File: config.mk
export PLATFORM = sky130hd
export DESIGN_NAME = instr_sequencer_flat
export DESIGN_NICKNAME = d
export VERILOG_FILES = /design/src/rtl/bitblaster_pkg.sv /design/src/rtl/instr_sequencer_if.sv /design/src/rtl/dec2to4.sv /design/src/rtl/instr_sequencer.sv /design/src/flat_wrapper.sv
export SDC_FILE = /design/constraint.sdc
export NUM_CORES = 1
export LEC_CHECK = 0
export CORE_MARGIN = 1
export CORE_UTILIZATION = 26
export CTS_CLUSTER_SIZE = 40
export DETAILED_ROUTE_END_ITERATION = 6
export PLACE_DENSITY_LB_ADDON = 0.05
export REMOVE_ABC_BUFFERS = 1
export SLEW_MARGIN = 20
export SYNTH_ARGS = -nofsm -noshare
export SYNTH_HDL_FRONTEND = slang
export SYNTH_SLANG_ARGS = --single-unit
File: constraint.sdc
create_clock -name CLKb -period 1.6 [get_ports CLKb]
set_clock_uncertainty 0.05 [all_clocks]
set_input_delay 0.24 -clock CLKb [delete_from_list [all_inputs] [get_ports CLKb]]
set_output_delay 0.24 -clock CLKb [all_outputs]
set_load 0.01 [all_outputs]
File: src/rtl/bitblaster_pkg.sv
// Shared definitions for the bitblaster control path: opcodes, timesteps
// and the instruction word layout held in the instruction register.
package bitblaster_pkg;

  localparam int unsigned INSTR_W  = 10;
  localparam int unsigned OPC_W    = 4;
  localparam int unsigned RFLD_W   = 2;
  localparam int unsigned TSTEP_W  = 2;
  localparam int unsigned OPC_LSB  = 6;
  localparam int unsigned RX_LSB   = 4;
  localparam int unsigned RY_LSB   = 2;
  localparam int unsigned NREG_DEF = 4;

  typedef enum logic [OPC_W-1:0] {
    OP_LD  = 4'b0000,
    OP_MOV = 4'b0001,
    OP_ADD = 4'b0010,
    OP_SUB = 4'b0011,
    OP_AND = 4'b0100,
    OP_OR  = 4'b0101,
    OP_XOR = 4'b0110,
    OP_NOT = 4'b0111
  } opcode_t;

  typedef enum logic [TSTEP_W-1:0] {
    TS_T0 = 2'd0,
    TS_T1 = 2'd1,
    TS_T2 = 2'd2,
    TS_T3 = 2'd3
  } tstep_t;

  // Instruction word as held in the IR; the low field is reserved.
  typedef struct packed {
    logic [OPC_W-1:0]  opcode;
    logic [RFLD_W-1:0] rx;
    logic [RFLD_W-1:0] ry;
    logic [RFLD_W-1:0] rsvd;
  } instr_t;

  // ALU ops (ADD..NOT) run the full four-step sequence.
  function automatic logic is_alu_op(input logic [OPC_W-1:0] opc);
    return (opc >= OPC_W'(OP_ADD)) && (opc <= OPC_W'(OP_NOT));
  endfunction

endpackage

File: src/rtl/instr_sequencer_if.sv
// Control bundle between the instruction register/datapath and the sequencer.
interface instr_sequencer_if #(
  parameter int unsigned NREG = bitblaster_pkg::NREG_DEF
);
  import bitblaster_pkg::*;

  logic                 Exec;
  logic [INSTR_W-1:0]   INSTR;
  logic                 IR_EN;
  logic [TSTEP_W-1:0]   T;
  logic [NREG-1:0]      Rin;
  logic [NREG-1:0]      Rout;
  logic                 Ain;
  logic                 Gin;
  logic                 Gout;
  logic                 ExtOut;
  logic [OPC_W-1:0]     ALUcont;
  logic                 Done;

  modport master (
    input  Exec, INSTR,
    output IR_EN, T, Rin, Rout, Ain, Gin, Gout, ExtOut, ALUcont, Done
  );

  modport slave (
    output Exec, INSTR,
    input  IR_EN, T, Rin, Rout, Ain, Gin, Gout, ExtOut, ALUcont, Done
  );

endinterface

File: src/rtl/dec2to4.sv
// Combinational 2-to-4 one-hot decoder with enable.
module dec2to4 (
  input  logic       en,
  input  logic [1:0] sel,
  output logic [3:0] y
);

  always_comb begin
    y = 4'b0000;
    if (en) y[sel] = 1'b1;
  end

endmodule

File: src/rtl/instr_sequencer.sv
// Timestep sequencer: fetches an instruction in T0, then drives one-hot
// register-file, accumulator, ALU and bus controls through T1..T3.
module instr_sequencer
  import bitblaster_pkg::*;
#(
  parameter int unsigned NREG = NREG_DEF
) (
  input  logic               CLKb,
  input  logic               RSTb,
  instr_sequencer_if.master  bus
);

  localparam logic [TSTEP_W-1:0] S_T0 = TS_T0;
  localparam logic [TSTEP_W-1:0] S_T1 = TS_T1;
  localparam logic [TSTEP_W-1:0] S_T2 = TS_T2;
  localparam logic [TSTEP_W-1:0] S_T3 = TS_T3;

  logic [TSTEP_W-1:0] state;
  logic [TSTEP_W-1:0] state_nx;

  logic [OPC_W-1:0]  opc;
  logic [RFLD_W-1:0] rx;
  logic [RFLD_W-1:0] ry;
  logic              alu_op;
  logic              unused_rsvd;

  assign opc         = bus.INSTR[OPC_LSB +: OPC_W];
  assign rx          = bus.INSTR[RX_LSB +: RFLD_W];
  assign ry          = bus.INSTR[RY_LSB +: RFLD_W];
  assign unused_rsvd = ^bus.INSTR[RY_LSB-1:0];
  assign alu_op      = is_alu_op(opc);

  logic             ir_en;
  logic             ain;
  logic             gin;
  logic             gout;
  logic             ext_out;
  logic             done;
  logic [OPC_W-1:0] alu_cont;
  logic             rin_rx;
  logic             rout_rx;
  logic             rout_ry;
  logic [3:0]       rx_oh;
  logic [3:0]       ry_oh;

  // State register, falling-edge clocked to match the IR and datapath.
  always_ff @(negedge CLKb or negedge RSTb) begin
    if (!RSTb) state <= S_T0;
    else       state <= state_nx;
  end

  always_comb begin
    state_nx = state;
    case (state)
      S_T0:    state_nx = bus.Exec ? S_T1 : S_T0;
      S_T1:    state_nx = alu_op ? S_T2 : S_T0;
      S_T2:    state_nx = S_T3;
      S_T3:    state_nx = S_T0;
      default: state_nx = S_T0;
    endcase
  end

  // Control decode; rin_rx/rout_rx/rout_ry select which register field
  // feeds the write or bus-drive one-hot.
  always_comb begin
    ir_en    = 1'b0;
    ain      = 1'b0;
    gin      = 1'b0;
    gout     = 1'b0;
    ext_out  = 1'b0;
    done     = 1'b0;
    alu_cont = '0;
    rin_rx   = 1'b0;
    rout_rx  = 1'b0;
    rout_ry  = 1'b0;
    case (state)
      S_T0: ir_en = bus.Exec & RSTb;
      S_T1: begin
        case (opc)
          OP_LD: begin
            ext_out = 1'b1;
            rin_rx  = 1'b1;
            done    = 1'b1;
          end
          OP_MOV: begin
            rout_ry = 1'b1;
            rin_rx  = 1'b1;
            done    = 1'b1;
          end
          default: begin
            if (alu_op) begin
              rout_rx = 1'b1;
              ain     = 1'b1;
            end else begin
              done    = 1'b1;
            end
          end
        endcase
      end
      S_T2: begin
        if (alu_op) begin
          rout_ry  = (opc != OPC_W'(OP_NOT));
          gin      = 1'b1;
          alu_cont = opc;
        end
      end
      S_T3: begin
        if (alu_op) begin
          gout   = 1'b1;
          rin_rx = 1'b1;
          done   = 1'b1;
        end
      end
      default: ;
    endcase
  end

  dec2to4 u_dec_rx (
    .en  (rin_rx | rout_rx),
    .sel (rx),
    .y   (rx_oh)
  );

  dec2to4 u_dec_ry (
    .en  (rout_ry),
    .sel (ry),
    .y   (ry_oh)
  );

  assign bus.IR_EN   = ir_en;
  assign bus.T       = state;
  assign bus.Rin     = NREG'(rin_rx ? rx_oh : 4'b0000);
  assign bus.Rout    = NREG'((rout_rx ? rx_oh : 4'b0000) | ry_oh);
  assign bus.Ain     = ain;
  assign bus.Gin     = gin;
  assign bus.Gout    = gout;
  assign bus.ExtOut  = ext_out;
  assign bus.ALUcont = alu_cont;
  assign bus.Done    = done;

endmodule

File: src/flat_wrapper.sv
// flat-port wrapper written by rule: the top's interface ports become plain ports
module instr_sequencer_flat import bitblaster_pkg::*;
#(
  parameter int unsigned NREG = NREG_DEF
)
  (CLKb, RSTb, bus_Exec, bus_INSTR, bus_IR_EN, bus_T, bus_Rin, bus_Rout, bus_Ain, bus_Gin, bus_Gout, bus_ExtOut, bus_ALUcont, bus_Done);
  instr_sequencer_if #(.NREG(NREG)) bus_i ();
  input  logic CLKb;
  input  logic RSTb;
  input wire logic [$bits(bus_i.Exec)-1:0] bus_Exec;
  input wire logic [$bits(bus_i.INSTR)-1:0] bus_INSTR;
  output wire logic [$bits(bus_i.IR_EN)-1:0] bus_IR_EN;
  output wire logic [$bits(bus_i.T)-1:0] bus_T;
  output wire logic [$bits(bus_i.Rin)-1:0] bus_Rin;
  output wire logic [$bits(bus_i.Rout)-1:0] bus_Rout;
  output wire logic [$bits(bus_i.Ain)-1:0] bus_Ain;
  output wire logic [$bits(bus_i.Gin)-1:0] bus_Gin;
  output wire logic [$bits(bus_i.Gout)-1:0] bus_Gout;
  output wire logic [$bits(bus_i.ExtOut)-1:0] bus_ExtOut;
  output wire logic [$bits(bus_i.ALUcont)-1:0] bus_ALUcont;
  output wire logic [$bits(bus_i.Done)-1:0] bus_Done;
  assign bus_i.Exec = bus_Exec;
  assign bus_i.INSTR = bus_INSTR;
  assign bus_IR_EN = bus_i.IR_EN;
  assign bus_T = bus_i.T;
  assign bus_Rin = bus_i.Rin;
  assign bus_Rout = bus_i.Rout;
  assign bus_Ain = bus_i.Ain;
  assign bus_Gin = bus_i.Gin;
  assign bus_Gout = bus_i.Gout;
  assign bus_ExtOut = bus_i.ExtOut;
  assign bus_ALUcont = bus_i.ALUcont;
  assign bus_Done = bus_i.Done;
  instr_sequencer #(.NREG(NREG)) u_core (.CLKb(CLKb), .RSTb(RSTb), .bus(bus_i));
endmodule
# [Word level (Yosys, flattened, before mapping)]
# Cells that the tools add are included.
[classes] magnitude_cmp=6 n_eq_ne=5 n_mux=29 bitwise=3 reduce_logical=6
[op_table] cell="$mux 4" count=6
[op_table] cell="$mux 1" count=16
[op_table] cell="$pmux 2 s4" count=1
[op_table] cell="$lt 2x3->1 const B" count=2
[op_table] cell="$pmux 1 s2" count=3
[op_table] cell="$demux 1 s2" count=2
[op_table] cell="$eq 2x2->1 const B" count=2
[op_table] cell="$eq 4x1->1 const B" count=1
[op_table] cell="$ge 2x1->1 const B" count=2
[op_table] cell="$ge 4x2->1 const B" count=1
[op_table] cell="$le 4x3->1 const B" count=1
[op_table] cell="$logic_not 4->1" count=1
[op_table] cell="$ne 4x3->1 const B" count=1
[op_table] cell="$or 4x4->4" count=1
[op_table] cell="$logic_and 1x1->1" count=3
[op_table] cell="$eq 2x1->1 const B" count=1
[op_table] cell="$logic_not 2->1" count=1
[op_table] cell="$mux 2" count=1
[op_table] cell="$reduce_or 2->1" count=1
[op_table] cell="$and 1x1->1" count=1
[op_table] cell="$or 1x1->1" count=1
[word_totals] regBits=2 inputBits=13 output_inout_bits=20 elab_cells=50

# [Logic depth before layout (Yosys ltp)]
[logic_depth] word_depth=9 mapped_depth=5 mapped_depth_nobuf=5

# [By module]
# From an unflattened synthesis, not the netlist that was laid out.
[unflattened] hier_cells=49 area_unflattened_um2=424.2
[modules_own_cells] mod="instr_sequencer" n_inst=1 cells_per_inst=41 area_per_inst_um2=349.1 seq_area_each_um2=50.0
[modules_own_cells] mod="dec2to4" n_inst=2 cells_per_inst=4 area_per_inst_um2=37.5 seq_area_each_um2=0.0

==> results.md <==
* Final core occ at 0.6817
* Final WS setup at -1.277 ns
* Starting DRT DRC Count at 7
* Hold Buf Count CTS at 0
* Share of layout cells above drive strength 1 at 0.6250
* Grt ovf at 0
* Max_cap viols at 0
* TritonCTS sink count at 2
* Max clock buf depth at 2
* IO buf count at 29
* Final HPWL DP at 868.8 um
* Crit. End Element: output port
* Largest family of logic cells by synthesized area: simple AND/OR/NAND/NOR gates
* Number of global-route vias before repair at 432
* IO Pins at 33
* Clock Tree Root: clkbuf_4
* Kind of critical path: flop to output port
* RSZ-0062 raised after global routing: yes
* Initial Util at 0.2817
* WL final at 1378 um
* Synthesis Warnings at 0
* Max VDD drop at around 760 uV
* CTS tree: yes
* Cell Area, Synth at approximately 370 um^2
* Final #Nets at 115
* Final Power at 943.4 uW
* Post-route ant nets at 0
* R2R Path Start: u_core.bus.T[0]$_DFF_NN0_
* XOR/XNOR share of the synthesized area at 0
* Post-synthesis mux area share at 0.06143
* Synth Flop Type: dfrtn_1
* DR pass1 iterations at 4
* Total GRT Usage at 0.1788
* Hold crit path type: flop to flop
* GP Congestion at ~0.7
* CP startpoint kind: flop
* Dpl ws at -1.432 ns
* Chip width at 39.55 um
* Final Hold Viols at 0
* Clock slew at reported path FFs at roughly 0.030 ns
* Post-synth ARST share at 1.000
* Standby leakage power at roughly 0.00042 uW
* Critical Path Fanout Max at 4
* Avg Cell Area, Syn at 7.638 um^2
* Commonest non-fill, non-tap cell in the layout: buf_4
* Largest net degree at the start of global routing at 7
* WL per Instance at 12.41 um
* Simple-gate portion of the synthesized area at 0.3618
* Setup violators final at 20
* DRC at 0
* FP Rows at 13
* Most frequent cells in the layout: 14 x buf_4, 10 x buf_2, 7 x buf_6
* Worst-skew pair later-pin latency at 0.23 ns
* Antenna violations before repair at 0
* Violated checks: setup timing
* Die area at between 0.0015 and 0.002 mm^2
* Power density cells at 1063 mW/mm^2
* Synth Area in Adders at 0.1365
* CP required at 1.31 ns
* Outcome: complete, but fails checks
* Post-Synthesis Cells at 48
* #FFs+latches synth at 2
* Worst EP arrival at 2.59 ns
* # diodes at 0
* Routed vias at ~550
* Sequential share of the synthesized area at 0.1365
* Core ar. at about 0.0013 mm^2
* H-Tree Level Count at 1
* Hold_ws at 0.5704 ns
* Library cells used by synthesis at 22
* Die height at 39.55 um
* Complex-gate fraction of the synthesized area at 0.2218
* EDFF count, synth at 0
* Via/cell ratio at 4.946
* CTS buffer count at 3
* First-pass GRT wire length at approximately 1800 um
* Worst Setup SP: u_core.bus.T[0]$_DFF_NN0_
* Area growth, synth to finish at 142.0%
* Fin. max-slew vios at 0
* HP Start: u_core.bus.T[0]$_DFF_NN0_
## layout make-up
class                      instances  area (um^2)
fill                             128        414.1
timing repair buffer              46        389.1
multi-input combinational         40        387.9
sequential                         2        50.05
clock buffer                       3        22.52
inverter                           5        18.77
tap                               15        18.77
## worst paths after layout
kind	to	slack, ns	depth (start not counted)
worst max-delay path	bus_Rin[0]	-1.28	5
worst min-delay path	flop	0.57	2
worst max register to register	u_core.bus.T[0]$_DFF_NN0_	-0.01	6
worst min register to register	flop	0.57	2
max in group asynchronous	u_core.bus.T[0]$_DFF_NN0_	0.47	2
min in group asynchronous	asynchronous set/reset pin	0.91	2
## cell usage after synthesis (all sizes together) (3+ instances only)
cell	count	share of area
nand2	4	0.041
and3	3	0.051
ha	4	0.14
nor3	3	0.041
inv	5	0.051
nor2	3	0.031
o21ai	3	0.041
## cell families (layout without fill, tap and decap cells)
| logic type | count (synthesis) | count (layout) |
|---|---|---|
| buffers and inverters | 6 | 54 |
| AND/OR/NAND/NOR | 23 | 23 |
| flip-flops | 2 | 2 |
| other | 1 | 1 |
| multiplexers | 2 | 2 |
| AO/OA/AOI/OAI | 10 | 10 |
| adder cells (fa/ha/maj) | 4 | 4 |
## routing by layer
| layer | wire length (um) | track usage | part of all wire | vias up |
|---|---|---|---|---|
| li1 | - | - | - | 270 |
| met1 | 583 | 0.2245 | 0.42 | 256 |
| met2 | 729 | 0.2910 | 0.53 | 21 |
| met3 | 61 | 0.05114 | 0.044 | 2 |
| met4 | 4 | 0.05172 | 0.0029 | 0 |
| met5 | 0 | 0 | 0 | - |
## report_power, final
| group | internal [uW] | total (uW) | switching, uW |
|---|---|---|---|
| clock | 82.6 | 109 | 26.2 |
| sequential | 76.0 | 101 | 24.9 |
| combinational | 420 | 734 | 314 |
| total | 578 | 943 | 365 |
## metrics by stage
stage | cell area [um^2] | setup TNS [ns] | cells
after CTS | 825.8 | -20.41 | 110
after global routing | 887.1 | -22.39 | 111
after detailed placement | 765.7 | -23.02 | 104
after floorplan | 359.1 | -13.01 | 47
final | 887.1 | -21.02 | 111
after global placement | 765.7 | -22.56 | 104
## worst max-delay path, cell delays in order (launching register included)
cell and delay [ns]:
dfrtn_1 0.47, ha_4 0.15, or3b_4 0.39, a21o_4 0.26, nor3_2 0.12, buf_2 0.16
## repair_timing
| item | in CTS | in global routing |
|---|---|---|
| setup endpoints to repair | 21 | 21 |
| buffers inserted | 3 | 2 |
| pin swaps | 1 | 6 |
| resized for setup | 96 | 13 |
| endpoints found under the hold margin | 0 | 0 |
Note: power is estimated with default switching activity, not from simulation.
